**src/rtl/seg7_scan_capture.sv**
```systemverilog
`default_nettype none
// ============================================================================
// Module      : seg7_scan_capture
// Description : Samples a multiplexed seven-segment DIG/SEG scan stream and
//               rebuilds the four displayed hex digits, blank flags and
//               decimal points. A frame is published only after it has been
//               seen identically STABLE_FRAMES times in a row.
// Revision    : 1.0 - initial release
// ============================================================================
module seg7_scan_capture #(
    parameter int SETTLE         = 4,
    parameter int STABLE_FRAMES  = 2,
    parameter int TIMEOUT        = 65535,
    parameter bit DIG_ACTIVE_LOW = 1'b1,
    parameter bit SEG_ACTIVE_LOW = 1'b1
) (
    input  logic        clk_in,
    input  logic        reset,
    input  logic [3:0]  DIG,
    input  logic [7:0]  SEG,
    output logic [15:0] digit,
    output logic [3:0]  blank,
    output logic [3:0]  dp,
    output logic        frame_valid,
    output logic        frame_changed,
    output logic        seg_err,
    output logic        scan_err,
    output logic        no_signal
);

    localparam int            TW            = (TIMEOUT < 1) ? 1 : $clog2(TIMEOUT + 1);
    localparam logic [TW-1:0] C_TIMEOUT     = TW'(TIMEOUT);
    localparam logic [3:0]    C_SETTLE_LAST = 4'(SETTLE - 1);
    localparam logic [2:0]    C_STABLE      = 3'(STABLE_FRAMES);

    typedef enum logic [1:0] {
        S_IDLE   = 2'd0,
        S_SETTLE = 2'd1,
        S_HOLD   = 2'd2
    } state_t;

    // Conditioned inputs, always active-high
    logic [3:0]  dig_q;
    logic [7:0]  seg_q;

    // Scan FSM and working frame
    state_t      state_q;
    logic [3:0]  cnt_q;
    logic [1:0]  pos_q;
    logic [3:0]  captured_q;
    logic [15:0] wval_q, wval_d;
    logic [3:0]  wblk_q, wblk_d;
    logic [3:0]  wdp_q,  wdp_d;

    // Candidate pipeline and stability history ({value, blank, dp})
    logic [23:0] cand_q;
    logic        cand_v_q;
    logic [23:0] hist_q;
    logic        hist_v_q;
    logic [2:0]  match_q;
    logic        pub_once_q;
    logic [TW-1:0] tcnt_q;

    logic [3:0]  dec_val;
    logic        dec_blank;
    logic        dec_legal;
    logic        multi_hot;
    logic        one_hot;
    logic [3:0]  sel;
    logic [1:0]  enc;
    logic        capture;
    logic [3:0]  captured_next;
    logic        complete;
    logic        same;
    logic [2:0]  match_d;
    logic        publish;
    logic [TW-1:0] tcnt_inc;

    assign multi_hot     = |(dig_q & (dig_q - 4'd1));
    assign one_hot       = (dig_q != 4'd0) && !multi_hot;
    assign sel           = 4'b0001 << pos_q;
    assign enc           = {dig_q[3] | dig_q[2], dig_q[3] | dig_q[1]};
    assign capture       = (state_q == S_SETTLE) && !multi_hot && (dig_q == sel)
                           && (cnt_q == C_SETTLE_LAST) && dec_legal;
    assign captured_next = captured_q | sel;
    assign complete      = capture && (captured_next == 4'hF);

    // Register and polarity-normalise the scan inputs
    always_ff @(posedge clk_in or posedge reset) begin
        if (reset) begin
            dig_q <= 4'd0;
            seg_q <= 8'd0;
        end else begin
            dig_q <= DIG_ACTIVE_LOW ? ~DIG : DIG;
            seg_q <= SEG_ACTIVE_LOW ? ~SEG : SEG;
        end
    end

    // Map the a..g pattern to a hex value; all-off is a dark position
    always_comb begin
        dec_val   = 4'h0;
        dec_blank = 1'b0;
        dec_legal = 1'b1;
        case (seg_q[6:0])
            7'h3F: dec_val = 4'h0;
            7'h06: dec_val = 4'h1;
            7'h5B: dec_val = 4'h2;
            7'h4F: dec_val = 4'h3;
            7'h66: dec_val = 4'h4;
            7'h6D: dec_val = 4'h5;
            7'h7D: dec_val = 4'h6;
            7'h07: dec_val = 4'h7;
            7'h7F: dec_val = 4'h8;
            7'h6F: dec_val = 4'h9;
            7'h77: dec_val = 4'hA;
            7'h7C: dec_val = 4'hB;
            7'h39: dec_val = 4'hC;
            7'h5E: dec_val = 4'hD;
            7'h79: dec_val = 4'hE;
            7'h71: dec_val = 4'hF;
            7'h00: dec_blank = 1'b1;
            default: dec_legal = 1'b0;
        endcase
    end

    // Working frame with the position being captured this cycle merged in
    always_comb begin
        wval_d = wval_q;
        wblk_d = wblk_q;
        wdp_d  = wdp_q;
        if (capture) begin
            wval_d[{pos_q, 2'b00} +: 4] = dec_val;
            wblk_d[pos_q]               = dec_blank;
            wdp_d[pos_q]                = seg_q[7];
        end
    end

    // Scan FSM: latch a position, wait SETTLE cycles, sample once, hold
    always_ff @(posedge clk_in or posedge reset) begin
        if (reset) begin
            state_q    <= S_IDLE;
            cnt_q      <= 4'd0;
            pos_q      <= 2'd0;
            captured_q <= 4'd0;
            wval_q     <= 16'd0;
            wblk_q     <= 4'd0;
            wdp_q      <= 4'd0;
            cand_q     <= 24'd0;
            cand_v_q   <= 1'b0;
            seg_err    <= 1'b0;
            scan_err   <= 1'b0;
        end else begin
            seg_err  <= 1'b0;
            scan_err <= 1'b0;
            cand_v_q <= complete;
            wval_q   <= wval_d;
            wblk_q   <= wblk_d;
            wdp_q    <= wdp_d;
            if (complete) begin
                cand_q <= {wval_d, wblk_d, wdp_d};
            end
            if (multi_hot) begin
                scan_err   <= 1'b1;
                captured_q <= 4'd0;
                state_q    <= S_IDLE;
            end else begin
                case (state_q)
                    S_IDLE: begin
                        if (one_hot) begin
                            state_q <= S_SETTLE;
                            cnt_q   <= 4'd0;
                            pos_q   <= enc;
                        end
                    end
                    S_SETTLE: begin
                        if (dig_q != sel) begin
                            state_q <= S_IDLE;
                        end else if (cnt_q == C_SETTLE_LAST) begin
                            state_q <= S_HOLD;
                            if (dec_legal) begin
                                captured_q <= complete ? 4'd0 : captured_next;
                            end else begin
                                seg_err <= 1'b1;
                            end
                        end else begin
                            cnt_q <= cnt_q + 4'd1;
                        end
                    end
                    S_HOLD: begin
                        if (dig_q != sel) begin
                            state_q <= S_IDLE;
                        end
                    end
                    default: state_q <= S_IDLE;
                endcase
            end
        end
    end

    assign same    = hist_v_q && (cand_q == hist_q);
    assign match_d = same ? ((match_q >= C_STABLE) ? C_STABLE : match_q + 3'd1) : 3'd1;
    // A saturated run that sees the same candidate again must not republish
    assign publish = cand_v_q && (match_d == C_STABLE) && !(same && (match_q == C_STABLE));

    // Stability tracking and publication of the displayed frame
    always_ff @(posedge clk_in or posedge reset) begin
        if (reset) begin
            hist_q        <= 24'd0;
            hist_v_q      <= 1'b0;
            match_q       <= 3'd0;
            pub_once_q    <= 1'b0;
            digit         <= 16'd0;
            blank         <= 4'hF;
            dp            <= 4'd0;
            frame_valid   <= 1'b0;
            frame_changed <= 1'b0;
        end else begin
            frame_valid   <= 1'b0;
            frame_changed <= 1'b0;
            if (cand_v_q) begin
                hist_q   <= cand_q;
                hist_v_q <= 1'b1;
                match_q  <= match_d;
            end
            if (publish) begin
                digit         <= cand_q[23:8];
                blank         <= cand_q[7:4];
                dp            <= cand_q[3:0];
                frame_valid   <= 1'b1;
                frame_changed <= !pub_once_q || (cand_q != {digit, blank, dp});
                pub_once_q    <= 1'b1;
            end
        end
    end

    assign tcnt_inc = (tcnt_q == C_TIMEOUT) ? tcnt_q : tcnt_q + TW'(1);

    // Loss-of-signal timer, cleared by every complete candidate
    always_ff @(posedge clk_in or posedge reset) begin
        if (reset) begin
            tcnt_q    <= '0;
            no_signal <= 1'b1;
        end else if (complete) begin
            tcnt_q    <= '0;
            no_signal <= 1'b0;
        end else begin
            tcnt_q <= tcnt_inc;
            if (tcnt_inc == C_TIMEOUT) begin
                no_signal <= 1'b1;
            end
        end
    end

endmodule
`default_nettype wire

```
**config.mk**
```make
export PLATFORM = sky130hd
export DESIGN_NAME = seg7_scan_capture
export DESIGN_NICKNAME = d
export VERILOG_FILES = /design/src/rtl/seg7_scan_capture.sv
export SDC_FILE = /design/constraint.sdc
export NUM_CORES = 1
export LEC_CHECK = 0
export ABC_AREA = 1
export CAP_MARGIN = 10
export CELL_PAD_IN_SITES_DETAIL_PLACEMENT = 1
export CELL_PAD_IN_SITES_GLOBAL_PLACEMENT = 2
export CORE_MARGIN = 3
export CORE_UTILIZATION = 38
export DETAILED_ROUTE_END_ITERATION = 10
export PLACE_DENSITY_LB_ADDON = 0.1
export SLEW_MARGIN = 30
export SYNTH_ARGS = -nofsm -noshare
export SYNTH_HDL_FRONTEND = slang
export SYNTH_SLANG_ARGS = --single-unit
```
**constraint.sdc**
```tcl
create_clock -name clk_in -period 8.3 [get_ports clk_in]
set_input_delay 1.66 -clock clk_in [delete_from_list [all_inputs] [get_ports clk_in]]
set_output_delay 1.66 -clock clk_in [all_outputs]
set_load 0.02 [all_outputs]
```
==> load_flow_metrics.sql <==
INSERT INTO impl_metrics (metric_group, metric, value, unit) VALUES
('synthesis', 'synth.net_count', '1009', ''),
('clock_network', 'cts.repair_timing.setup_buffer_count', '0', ''),
('timing', 'period_share', '39.3', '%'),
('pwr', 'power.sequential.fraction', '44.2', '%'),
('synthesis', 'synth_seq_cells', '147', ''),
('placement', 'post-dp-hpwl', '14.9', 'mm'),
('synthesis', 'syn-mean-instance-area', '7.72', 'sq um'),
('synthesis', 'netlist.top_cell.by_area', 'dfrtp_1', ''),
('min_path', 'min-delay-start', 'pub_once_q', ''),
('cells_and_area', 'area_delta_synth_final', '16.5', '%'),
('critical_path', 'cp-startpoint', 'blank[1]', ''),
('synthesis', 'post_synth_most_frequent_cells', 'nand2_1, dfrtp_1, inv_1', ''),
('synthesis', 'post_synth_xor_area_fraction', '3.35', '%'),
('detailed_routing', 'detail_route.wl_per_cell', '15.6', 'microns'),
('pwr', 'ir_drop', '0.154', 'mV'),
('clock_network', 'post_cts_resize_count', '0', ''),
('global_routing', 'total_grt_usage', '20.1', '%'),
('timing', 'final-setup-viol-count', '0', ''),
('synthesis', 'synth_fa_ha_area_share', '1.98', '%'),
('synthesis', 'synth.mux.area_fraction', '0', '%'),
('synthesis', 'post_synth_edffs', '0', ''),
('critical_path', 'critPathBufInv', '1', ''),
('clock_network', 'clock_tree_from_tritoncts', 'built', ''),
('cells_and_area', 'utilization_of_the_core_after_routing', '45.3', '%'),
('cells_and_area', 'final_layout_size_suffix_gt1_share', '8.10', '%'),
('global_routing', 'antenna_violations_before_repair', '0', ''),
('synthesis', 'synth_compound_gate_area_share', '6.89', '%'),
('synthesis', 'synth-seq-area-share', '48.6', '%'),
('global_routing', 'grt_max_degree', '79', ''),
('global_routing', 'first_global_vias', '6666', ''),
('timing', 'report.final.hold_viol_count', '0', ''),
('critical_path', 'timing.critical_path.max_delay_family', 'buffers and inverters', ''),
('critical_path', 'r2r_start', 'pos_q[0]', ''),
('critical_path', 'setup.worst_path.class', 'flip-flop to primary output', ''),
('clock_network', 'cts-htree-levels', '4', ''),
('die', 'dieWidth', '147', 'microns'),
('timing', 'layout_min_cycle_time', '3.26', 'ns'),
('cells_and_area', 'finish.net_count', '1050', ''),
('synthesis', 'yosys.cell_count.top_type', 'nand2_1', ''),
('synthesis', 'netlist_top_cells_area', 'dfrtp_1, nand2_1, inv_1', ''),
('synthesis', 'synth_cells', '983', ''),
('synthesis', 'asyncSetResetFlopFracSynth', '100', '%'),
('timing', 'drv_slew', '0', ''),
('timing', 'setup_repair_after_global_routing_missed_its_margin', 'no', ''),
('critical_path', 'critical_path_peak_fanout', '4', ''),
('critical_path', 'timing.critical_path.from_type', 'flip-flop', ''),
('pwr', 'switching_power', '0.000414', 'W'),
('clock_network', 'cts_root_buffer', 'clkbuf_16', ''),
('placement', 'placed_instance_count', '1270', ''),
('outcome', 'run_status', 'completed', ''),
('die', 'initial_standard_cell_utilization_of_the_core', '38.9', '%'),
('die', 'row_count', '51', ''),
('pwr', 'power_leakage', '4.57', 'nW'),
('job', 'cap_violations', '0', ''),
('detailed_routing', 'vias_after_detailed_routing', '6276', ''),
('clock_network', 'cts.sink_count', '147', ''),
('die', 'core-area', '19500', 'sq um'),
('synthesis', 'combinational_family_with_the_most_area_after_synthesis', 'simple AND/OR/NAND/NOR gates', ''),
('detailed_routing', 'postRouteAntennaNets', '0', ''),
('critical_path', 'stage_delay_of_the_slowest_cell_on_the_critical_path', '0.61', 'ns'),
('placement', 'place_congestion', '0.829', ''),
('clock_network', 'worstSkewPairLatency', '0.43', 'ns'),
('timing', 'tightestPinTransition', '0.765', 'ns'),
('timing', 'maxSlewHeadroom', '49.0', '%'),
('pwr', 'fraction_of_power_consumed_by_the_clock_network', '49.0', '%'),
('detailed_routing', 'detailedRoute.firstPassIterationCount', '4', ''),
('min_path', 'min-delay-path-class', 'flip-flop to flip-flop', ''),
('synthesis', 'synth-warning-count', '0', ''),
('cells_and_area', 'finalInstanceArea', '8840', 'sq um'),
('placement', 'io_buffers', '42', ''),
('detailed_routing', 'drt_drc_violations_left', '0', '');
## metal layers
metal	vias up	GRT usage (%)	part of all wire, %
met1	3045	27.6	50
li1	3147	-	-
met3	24	3.45	2.5
met2	60	32.7	46
met5	-	0	0
met4	0	6.29	1.6
## path summary, 6_finish.rpt
path,slack [ns],end,cells after the start
worst max-delay path,5.04,blank[1],1
min in group asynchronous,1.75,seg_q[7],2
worst min-delay path,0.47,pub_once_q,2
worst min register to register,0.47,pub_once_q,2
max in group asynchronous,5.41,wval_q[5],3
worst max register to register,5.05,cand_q[5],14
## power by group through the flow
| stage | Combinational, W | Sequential (W) | Clock [W] |
|---|---|---|---|
| 2_1_floorplan | 0.0000821 | 0.000746 | 0 |
| 6_report | 0.000113 | 0.000737 | 0.000818 |
| 3_5_place_dp | 0.000115 | 0.000751 | 0 |
| 3_3_place_gp | 0.000112 | 0.000750 | 0 |
| 5_1_grt | 0.000131 | 0.000738 | 0.000872 |
| 4_1_cts | 0.000116 | 0.000737 | 0.000837 |
## registers in the layout (all words and copies together), names as in the netlist, 8 cells and up
name,cells
cand_q,24
wval_q,16
hist_q,24
digit,16
seg_q,8
tcnt_q,16
## metrics by stage
stage	total power (W)	setup WS, ns	hold slack, ns
CTS	0.00169	4.97	0.474
finish	0.00167	5.04	0.473
global route	0.00174	4.65	0.494
floorplan	0.000828	2.70	0.422
detailed placement	0.000866	4.55	0.459
global placement	0.000863	4.56	0.442
## layout by cell type (no fill, tap or decap), types with 2 or more instances in the layout
| cell type | count |
|---|---|
| nand2_1 | 381 |
| o211ai_1 | 2 |
| nor2_2 | 3 |
| clkbuf_16 | 17 |
| clkinvlp_4 | 5 |
| o21ai_1 | 12 |
| inv_1 | 114 |
| nor4_1 | 3 |
| a22o_1 | 2 |
| ha_1 | 12 |
| a21oi_1 | 3 |
| nor3_1 | 6 |
| xor2_1 | 21 |
| clkbuf_8 | 3 |
| inv_6 | 3 |
| nand3_2 | 3 |
| dfstp_2 | 5 |
| nand2_2 | 5 |
| nand3_1 | 37 |
| o21ai_0 | 60 |
| clkdlybuf4s50_1 | 42 |
| inv_2 | 10 |
| dfrtp_1 | 142 |
| nor2_4 | 6 |
| bufinv_16 | 3 |
| xnor2_1 | 8 |
| or2_2 | 6 |
| nor2_1 | 71 |
| o22ai_1 | 3 |
| nand4_1 | 24 |
| o21ai_2 | 6 |
## cell families after synthesis
family / Yosys count
AND/OR/NAND/NOR: 553
flip-flops: 147
buffers and inverters: 149
adder cells (fa/ha/maj): 12
AO/OA/AOI/OAI: 93
XOR/XNOR: 29
## cell type report
cell class | instances | area, sq um | share of cell area (%)
multi-input cells | 687 | 3280 | 37.1
clock buffers | 21 | 470 | 5.32
well taps | 265 | 332 | 3.75
repair buffers | 44 | 439 | 4.97
clock inverters | 11 | 150 | 1.70
inverters | 127 | 484 | 5.48
flip-flops and latches | 147 | 3680 | 41.7
Power figures use the tool's default switching activity.
